## src/rtl/vga_timing_pkg.sv

```systemverilog
`default_nettype none
// ============================================================================
// Module      : vga_timing_pkg
// Description : 640x480@60 timing constants, vertical region type and a
//               region lookup helper shared by the VGA sync generator.
// Revision    : 1.0 - initial release
// ============================================================================
package vga_timing_pkg;

    localparam int unsigned c_H_ACTIVE = 640;
    localparam int unsigned c_H_FP     = 16;
    localparam int unsigned c_H_SYNC   = 96;
    localparam int unsigned c_H_TOTAL  = 800;
    localparam int unsigned c_V_ACTIVE = 480;
    localparam int unsigned c_V_FP     = 10;
    localparam int unsigned c_V_SYNC   = 2;
    localparam int unsigned c_V_TOTAL  = 525;

    typedef enum logic [1:0] {
        V_ACT  = 2'd0,
        V_FP   = 2'd1,
        V_SYNC = 2'd2,
        V_BP   = 2'd3
    } vstate_t;

    // Vertical region that a given line number belongs to.
    function automatic vstate_t region_of(
        input logic [9:0]  line,
        input int unsigned act,
        input int unsigned fp,
        input int unsigned sync
    );
        vstate_t r;
        if (32'(line) < act)
            r = V_ACT;
        else if (32'(line) < act + fp)
            r = V_FP;
        else if (32'(line) < act + fp + sync)
            r = V_SYNC;
        else
            r = V_BP;
        return r;
    endfunction

endpackage
`default_nettype wire

```

## src/rtl/vga_vert_counter.sv

```systemverilog
`default_nettype none
// ============================================================================
// Module      : vga_vert_counter
// Description : Line counter and vertical-region FSM. Exposes the line and
//               region that take effect on the current clock edge.
// Revision    : 1.0 - initial release
// ============================================================================
module vga_vert_counter
    import vga_timing_pkg::*;
#(
    parameter int unsigned LINES_ACTIVE = c_V_ACTIVE,
    parameter int unsigned LINES_FP     = c_V_FP,
    parameter int unsigned LINES_SYNC   = c_V_SYNC,
    parameter int unsigned LINES_TOTAL  = c_V_TOTAL
) (
    input  logic       clk25MHz,
    input  logic       rst,
    input  logic       enableVertCount,
    output logic [9:0] v_next,
    output vstate_t    state_next
);

    localparam logic [9:0] c_LAST_LINE = 10'(LINES_TOTAL - 1);

    logic [9:0] r_v_count;
    logic       r_started;
    vstate_t    r_state;
    logic [9:0] w_v_next;
    vstate_t    w_state_next;

    // Line advance. The first pulse after reset lands on line 0 so an aborted
    // frame restarts cleanly; afterwards lines step by one and wrap.
    always_comb begin
        w_v_next = r_v_count;
        if (enableVertCount) begin
            if (!r_started || (r_v_count == c_LAST_LINE))
                w_v_next = '0;
            else
                w_v_next = r_v_count + 10'd1;
        end
    end

    // Region FSM: moves one region forward whenever the upcoming line leaves
    // the current region; the ring order is the only legal path.
    always_comb begin
        w_state_next = r_state;
        if (region_of(w_v_next, LINES_ACTIVE, LINES_FP, LINES_SYNC) != r_state) begin
            case (r_state)
                vga_timing_pkg::V_ACT:  w_state_next = vga_timing_pkg::V_FP;
                vga_timing_pkg::V_FP:   w_state_next = vga_timing_pkg::V_SYNC;
                vga_timing_pkg::V_SYNC: w_state_next = vga_timing_pkg::V_BP;
                default:                w_state_next = vga_timing_pkg::V_ACT;
            endcase
        end
    end

    // Line counter, restart flag and FSM state register.
    always_ff @(posedge clk25MHz or posedge rst) begin
        if (rst) begin
            r_v_count <= '0;
            r_started <= 1'b0;
            r_state   <= vga_timing_pkg::V_ACT;
        end else begin
            r_v_count <= w_v_next;
            r_state   <= w_state_next;
            if (enableVertCount)
                r_started <= 1'b1;
        end
    end

    assign v_next     = w_v_next;
    assign state_next = w_state_next;

endmodule
`default_nettype wire

```

## src/rtl/vga_sync_gen.sv

```systemverilog
`default_nettype none
// ============================================================================
// Module      : vga_sync_gen
// Description : Registered VGA sync / blanking / coordinate generator fed by
//               the free-running horizontal pixel counter, with a sticky
//               protocol-violation flag.
// Revision    : 1.0 - initial release
// ============================================================================
module vga_sync_gen
    import vga_timing_pkg::*;
#(
    parameter int unsigned H_ACTIVE  = c_H_ACTIVE,
    parameter int unsigned H_FP      = c_H_FP,
    parameter int unsigned H_SYNC    = c_H_SYNC,
    parameter int unsigned H_TOTAL   = c_H_TOTAL,
    parameter int unsigned V_ACTIVE  = c_V_ACTIVE,
    parameter int unsigned V_FP      = c_V_FP,
    parameter int unsigned V_SYNC    = c_V_SYNC,
    parameter int unsigned V_TOTAL   = c_V_TOTAL,
    parameter bit          HSYNC_POL = 1'b0,
    parameter bit          VSYNC_POL = 1'b0
) (
    input  logic        clk25MHz,
    input  logic        rst,
    input  logic        enableVertCount,
    input  logic [15:0] horizontalCount,
    output logic        hsync,
    output logic        vsync,
    output logic        video_on,
    output logic [9:0]  pixel_x,
    output logic [9:0]  pixel_y,
    output logic        frame_start,
    output logic        timing_err
);

    localparam logic [15:0] c_H_VIS_END = 16'(H_ACTIVE);
    localparam logic [15:0] c_HS_BEGIN  = 16'(H_ACTIVE + H_FP);
    localparam logic [15:0] c_HS_END    = 16'(H_ACTIVE + H_FP + H_SYNC);
    localparam logic [15:0] c_H_LIMIT   = 16'(H_TOTAL);

    logic [9:0] w_v_next;
    vstate_t    w_state_next;
    logic       w_h_vis;
    logic       w_h_bad;
    logic       w_hs_on;
    logic       w_misaligned;
    logic       w_frame_start;

    logic       r_hsync;
    logic       r_vsync;
    logic       r_video_on;
    logic [9:0] r_pixel_x;
    logic [9:0] r_pixel_y;
    logic       r_frame_start;
    logic       r_timing_err;

    vga_vert_counter #(
        .LINES_ACTIVE (V_ACTIVE),
        .LINES_FP     (V_FP),
        .LINES_SYNC   (V_SYNC),
        .LINES_TOTAL  (V_TOTAL)
    ) u_vert (
        .clk25MHz        (clk25MHz),
        .rst             (rst),
        .enableVertCount (enableVertCount),
        .v_next          (w_v_next),
        .state_next      (w_state_next)
    );

    // Out-of-range columns are blank and never drive hsync.
    assign w_h_vis       = horizontalCount < c_H_VIS_END;
    assign w_h_bad       = horizontalCount >= c_H_LIMIT;
    assign w_hs_on       = (horizontalCount >= c_HS_BEGIN) && (horizontalCount < c_HS_END) && !w_h_bad;
    assign w_misaligned  = enableVertCount && (horizontalCount != 16'd0);
    assign w_frame_start = enableVertCount && (w_v_next == 10'd0) && (horizontalCount == 16'd0);

    // Output stage: one clock of latency from the column and upcoming line.
    always_ff @(posedge clk25MHz or posedge rst) begin
        if (rst) begin
            r_hsync       <= ~HSYNC_POL;
            r_vsync       <= ~VSYNC_POL;
            r_video_on    <= 1'b0;
            r_pixel_x     <= '0;
            r_pixel_y     <= '0;
            r_frame_start <= 1'b0;
        end else begin
            r_hsync       <= w_hs_on ? HSYNC_POL : ~HSYNC_POL;
            r_vsync       <= (w_state_next == vga_timing_pkg::V_SYNC) ? VSYNC_POL : ~VSYNC_POL;
            r_video_on    <= w_h_vis && (w_state_next == vga_timing_pkg::V_ACT);
            r_pixel_x     <= w_h_vis ? horizontalCount[9:0] : 10'd0;
            r_pixel_y     <= w_v_next;
            r_frame_start <= w_frame_start;
        end
    end

    // Sticky violation flag: bad column or a line pulse off column 0.
    always_ff @(posedge clk25MHz or posedge rst) begin
        if (rst)
            r_timing_err <= 1'b0;
        else if (w_h_bad || w_misaligned)
            r_timing_err <= 1'b1;
    end

    assign hsync       = r_hsync;
    assign vsync       = r_vsync;
    assign video_on    = r_video_on;
    assign pixel_x     = r_pixel_x;
    assign pixel_y     = r_pixel_y;
    assign frame_start = r_frame_start;
    assign timing_err  = r_timing_err;

endmodule
`default_nettype wire
```

## config.mk

```make
export PLATFORM = sky130hd
export DESIGN_NAME = vga_sync_gen
export DESIGN_NICKNAME = d
export VERILOG_FILES = /design/src/rtl/vga_timing_pkg.sv /design/src/rtl/vga_vert_counter.sv /design/src/rtl/vga_sync_gen.sv
export SDC_FILE = /design/constraint.sdc
export NUM_CORES = 1
export LEC_CHECK = 0
export CORE_MARGIN = 8
export CORE_UTILIZATION = 50
export DETAILED_ROUTE_END_ITERATION = 8
export GPL_TIMING_DRIVEN = 0
export PLACE_DENSITY = 0.8
export SLEW_MARGIN = 20
export SYNTH_ARGS = -nofsm -noshare
export SYNTH_HDL_FRONTEND = slang
export SYNTH_HIERARCHICAL = 1
export SYNTH_SLANG_ARGS = --single-unit
```

## constraint.sdc

```tcl
create_clock -name clk25MHz -period 2.95 [get_ports clk25MHz]
set_input_delay 0.59 -clock clk25MHz [delete_from_list [all_inputs] [get_ports clk25MHz]]
set_output_delay 0.59 -clock clk25MHz [all_outputs]
set_load 0.01 [all_outputs]
```

# Yosys cells after proc, flatten, opt, wreduce, memory -nomap -nowiden
# Index checks and enable logic that the tools add are counted.
[classes]
reduce_logical = 15
order_cmp = 7
muxes = 10
eq_ne = 5
add_sub_neg = 1
[ops]
columns = ["operator", "count"]
rows = [
  ["$ge A16 B10 Y1 const B", 2],
  ["$lt A16 B10 Y1 const B", 2],
  ["$lt A10 B9 Y1 const B", 3],
  ["$mux W10", 3],
  ["$logic_not A16 Y1", 1],
  ["$reduce_bool A16 Y1", 1],
  ["$add A10 B1 Y10 const B", 1],
  ["$eq A10 B10 Y1 const B", 1],
  ["$logic_not A10 Y1", 1],
  ["$logic_and A1 B1 Y1", 6],
  ["$mux W2", 3],
  ["$pmux W2 S3", 1],
  ["$eq A2 B2 Y1 const B", 2],
  ["$logic_not A2 Y1", 2],
  ["$mux W1", 3],
  ["$eq A2 B1 Y1 const B", 1],
  ["$logic_not A1 Y1", 2],
  ["$logic_or A1 B1 Y1", 2],
  ["$ne A2 B2 Y1", 1],
]
[word_totals]
inputBits = 19
ff_bits = 28
out_inout_bits = 25
word_cells = 47

# Logic depth before layout (Yosys ltp)
[logic_depth]
word_depth = 12
mapped_depth = 10
mapped_depth_nobuf = 10

# Modules after synthesis
# Netlist, hierarchy kept.
[modules_own_cells]
columns = ["mod", "seq_area_each_um2", "n_inst", "area_per_inst_um2", "cells_each"]
rows = [
  ["vga_vert_counter", 325.3, 1, 1053.5, 121],
  ["vga_sync_gen", 628.1, 1, 857.1, 59],
]

# Least setup slack after synthesis
# OpenSTA, ideal clock, no wires.
[synth_path]
path_type = "reg2reg"
from = "register u_vert.r_v_count[0]"
to = "register r_video_on, in the netlist video_on"
stages_incl_launch_ff = 10
slack_ns = 0.545
path_buffers = 0
synth_period_minus_slack_ns = 2.405
arrival_ns = 2.264
setup_time_ns = 0.141
t_required_ns = 2.809
cell_sequence = "dfrtp_1 > inv_1 > ha_1 > or3b_2 > o31ai_4 > nand2_2 > a21oi_1 > o211ai_1 > a222oi_1 > nor4_1"
[synth_via]
elab_chain_cells = 12
elab_cells_between_ends = 15
classes_between = "1 x add/sub; 3 x order compare; 2 x eq/ne; 6 x mux; 3 x reduce/logical"
[synth_rtl]
columns = ["element", "line", "rtl"]
rows = [
  ["start, declared", "vga_vert_counter.sv:25", "logic [9:0] r_v_count;"],
  ["start signal, assigned", "vga_vert_counter.sv:64", "r_v_count <= w_v_next;"],
  ["branches (longest 3 deep; another with $add A10 B1 Y10)", "n/a", ""],
  ["$mux W10 (*)", "vga_vert_counter.sv:35", "if (enableVertCount) begin"],
  ["$lt A10 B9 Y1", "vga_timing_pkg.sv:38", "else if (32'(line) < act + fp + sync)"],
  ["$mux W1", "vga_timing_pkg.sv:38", ""],
  ["$mux W2", "vga_timing_pkg.sv:36", "else if (32'(line) < act + fp)"],
  ["$mux W2 (*)", "vga_timing_pkg.sv:34", "if (32'(line) < act)"],
  ["$ne A2 B2 Y1 (*)", "vga_vert_counter.sv:47", "if (region_of(w_v_next, LINES_ACTIVE, LINES_FP, LINES_SYNC) != r_state) begin"],
  ["$mux W2 (*)", "vga_vert_counter.sv:47", ""],
  ["named net w_state_next[1]", "vga_sync_gen.sv:42", "vstate_t w_state_next;"],
  ["$logic_not A2 Y1 (*)", "vga_sync_gen.sv:89", "r_video_on <= w_h_vis && (w_state_next == vga_timing_pkg::V_ACT);"],
  ["$logic_and A1 B1 Y1 (*)", "vga_sync_gen.sv:89", ""],
  ["end signal, assigned", "vga_sync_gen.sv:89", ""],
  ["end, declared", "vga_sync_gen.sv:51", "logic r_video_on;"],
]
# Mark *: on every way through the listed nets, which the timed path passes.
# A chain may end at the register's enable or synchronous reset.

# Worst setup path after layout
# Same ends and word-level chain as after synthesis.

==> impl_metrics.toml <==
[worst_setup_path]
ff2ff_setup_slack_ns = 0.24
r2r-start = "u_vert/r_v_count[0]$_DFF_PP0_"
r2r_cells = 10
r2r_end = "video_on$_DFF_PP0_"
cpMaxStageDelayCell = "or3b_2"
critical_path.endpoint_type = "flip-flop"
required_ns = 3.11
cp_max_fo = 7
cp-start-kind = "flip-flop"
arrival_ns = 2.87
cp_top_family = "compound AO/OA/AOI/OAI gates"
worst_path_largest_cell_delay_ns = 0.50
crit_type = "reg2reg"
path_cells = "inv_1, ha_1, or3b_2, o31ai_4, nand2_2, a21oi_1, o211ai_1, a222oi_1, buf_4, nor4_2"
crit_buf_inv = 2

[global_routing]
use_met1_pct = 16.1
grt-busiest-layer = "met2"
grt_pass1_vias = 1637
grt.total_usage_pct = 14.8
antenna_found_initial = 0
grt_pass1_wl_mm = 7.45
grt_max_degree = 26
overflow = 0
met3_usage_pct = 6.80
grtUsageMet2_pct = 25.0

[die]
pin_count = 44
design.die.area_mm2 = 0.00606
die_h_um = 77.8
start_util_pct = 52.2
die_x_um = 77.8
num_rows = 22
core_mm2 = 0.00366

[sta]
slew_headroom_pct = 41.4
worstMarginPinSlew_ns = 0.878
fmax_mhz = 369
rsz0062_at_grt = "no"
period_needed_ns = 2.71
slew_violations = 0
setup-violations-final = 0
skew_ns = 0.00703
finalHoldViolations = 0
period_share_pct = 91.9
fin_setup_tns_ns = 0

[cells_and_area]
final_area_mm2 = 0.00253
syn_to_final_growth_pct = 32.3
fillers = 268
seqCellArea_um2 = 953
drive_gt1_share_pct = 16.9
finalNetCount = 253
multi_input_area_um2 = 900
num_antenna_cells = 0

[place]
io_buffers = 43
hpwl_mm = 3.35
gp_congestion = 0.920
placed_cell_area_mm2 = 0.00240

[clock_network]
clkLatencyLatePin_ns = 0.28
h-tree-depth = 2
clkTransAtPathRegs_ns = 0.07
clockRootBuffer = "clkbuf_8"
cts.hold.buffers_added = 0
cts_tree = "yes"
numCtsBuffers = 5
clk_path_buf_depth = 2
cts.sinks = 38

[synth]
syn_inst = 180
synth_common_cells = "dfrtp_1, and2_1, nand2_1, nor2_1, inv_1"
synth_most_common_cell = "dfrtp_1"
yosys.cell_types.count = 53
ys_ff_latch = 38
synthTopCellsByArea = "dfrtp_1, and2_1, dfstp_2"
synthFlopType = "dfrtp_1"
syn-num-nets = 203
async_reset_ff_share_pct = 100
synth_warnings = 6
yosysTopAreaCell = "dfrtp_1"
avgSynthCellArea_um2 = 10.6
syn_area_mm2 = 0.00191
ys_seq_area_share_pct = 49.9
synth_edf_count = 0
synth_top_area_share_pct = 47.2

[worst_hold_path]
hold_class = "reg2reg"
hold_depth = 1
hold_path_end = "timing_err$_DFFE_PP0P_"
hp-start = "timing_err$_DFFE_PP0P_"

[run_status]
outcome = "finished clean"

[route]
post_drt_wl_per_cell_um = 15.4
vias = 1587
via_per_inst = 5.69
post-route-drc-count = 0
detail-route-antenna-nets = 0
wl_mm = 4.30
drtIter0Drc = 108
first_pass_iters = 4

[power_and_ir_drop]
peakVddDrop_v = 0.000418
p_leak_nw = 1.04
p_per_area_mw_per_mm2 = 579

[run]
cap_violations = 0
==> flip-flops by register name, indices dropped and copies added (netlist names) <==
name / cells
u_vert/r_state: 2
timing_err: 1
u_vert/r_started: 1
video_on: 1
pixel_y: 10
frame_start: 1
hsync: 1
pixel_x: 10
vsync: 1
u_vert/r_v_count: 10
==> worst max-delay path by stage <==
stage,startpoint,endpoint,slack [ns],depth (start not counted)
finish,u_vert/r_v_count[0]$_DFF_PP0_,video_on$_DFF_PP0_,0.24,10
global route,u_vert/r_v_count[0]$_DFF_PP0_,video_on$_DFF_PP0_,0.06,10
CTS,enableVertCount,video_on$_DFF_PP0_,0.04,10
detailed placement,enableVertCount,video_on$_DFF_PP0_,-0.28,10
global placement,enableVertCount,video_on$_DFF_PP0_,-0.27,10
floorplan,u_vert/r_v_count[0]$_DFF_PP0_,video_on$_DFF_PP0_,0.55,9
==> power breakdown <==
group          internal [W]  switching [W]
Sequential         0.000587      0.0000463
Combinational      0.000208       0.000268
Clock              0.000187       0.000166
Total              0.000982       0.000480
==> cells in the final DEF, fill, tap and decap left out, types with 3 or more instances in the layout <==
master and count:
clkdlybuf4s50_1 42, ha_1 4, o21ai_0 6, nand2_2 3, and2_1 12, o31ai_2 3
clkbuf_8 6, a21oi_1 5, nor2_1 12, nand2_1 12, nand3_1 6, nor4_1 5
inv_1 9, xor2_1 3, nor3_1 7, dfrtp_1 36, buf_4 4, nand4_1 4
==> cells by family after synthesis <==
kind of cell | Yosys count | synth area share (%)
simple gates | 86 | 27.7
flops | 38 | 49.9
compound gates | 32 | 13.4
buf+inv | 15 | 4.13
xor+xnor | 5 | 2.29
fa+ha+maj | 4 | 2.62
==> stage by stage <==
| stage | std cells | total power (W) | worst slack (ns) | hold slack, ns | utilization [%] |
|---|---|---|---|---|---|
| global route | 279 | 0.00155 | 0.0562 | 0.517 | 69.0 |
| finish | 279 | 0.00146 | 0.238 | 0.499 | 69.0 |
| floorplan | 180 | 0.000936 | 0.545 | 0.467 | - |
| detailed placement | 271 | 0.00111 | -0.283 | 0.473 | 65.6 |
| global placement | 271 | 0.00111 | -0.271 | 0.479 | 65.6 |
| CTS | 279 | 0.00147 | 0.0389 | 0.503 | 68.3 |
==> cell type report <==
type / instances / area share [%]
Sequential cell: 38 / 37.7
Multi-Input combinational cell: 127 / 35.6
Timing Repair Buffer: 44 / 17.4
Clock buffer: 6 / 3.27
Tap cell: 48 / 2.38
Buffer: 5 / 1.78
Inverter: 9 / 1.34
Clock inverter: 2 / 0.495
==> per-layer routing <==
metal,routed length [um],vias to the layer above
li1,-,754
met1,1750,767
met2,2110,60
met3,403,6
met4,31,0
met5,0,-
==> what timing repair did <==
action                                  4_1_cts  5_1_grt
endpoints found under the setup margin        1        3
hold endpoints to repair                      0        0
setup buffers                                 0        1
resized for setup                             1        5
pin swaps                                     0        3
No activity file was read; power rests on OpenSTA's default activity.
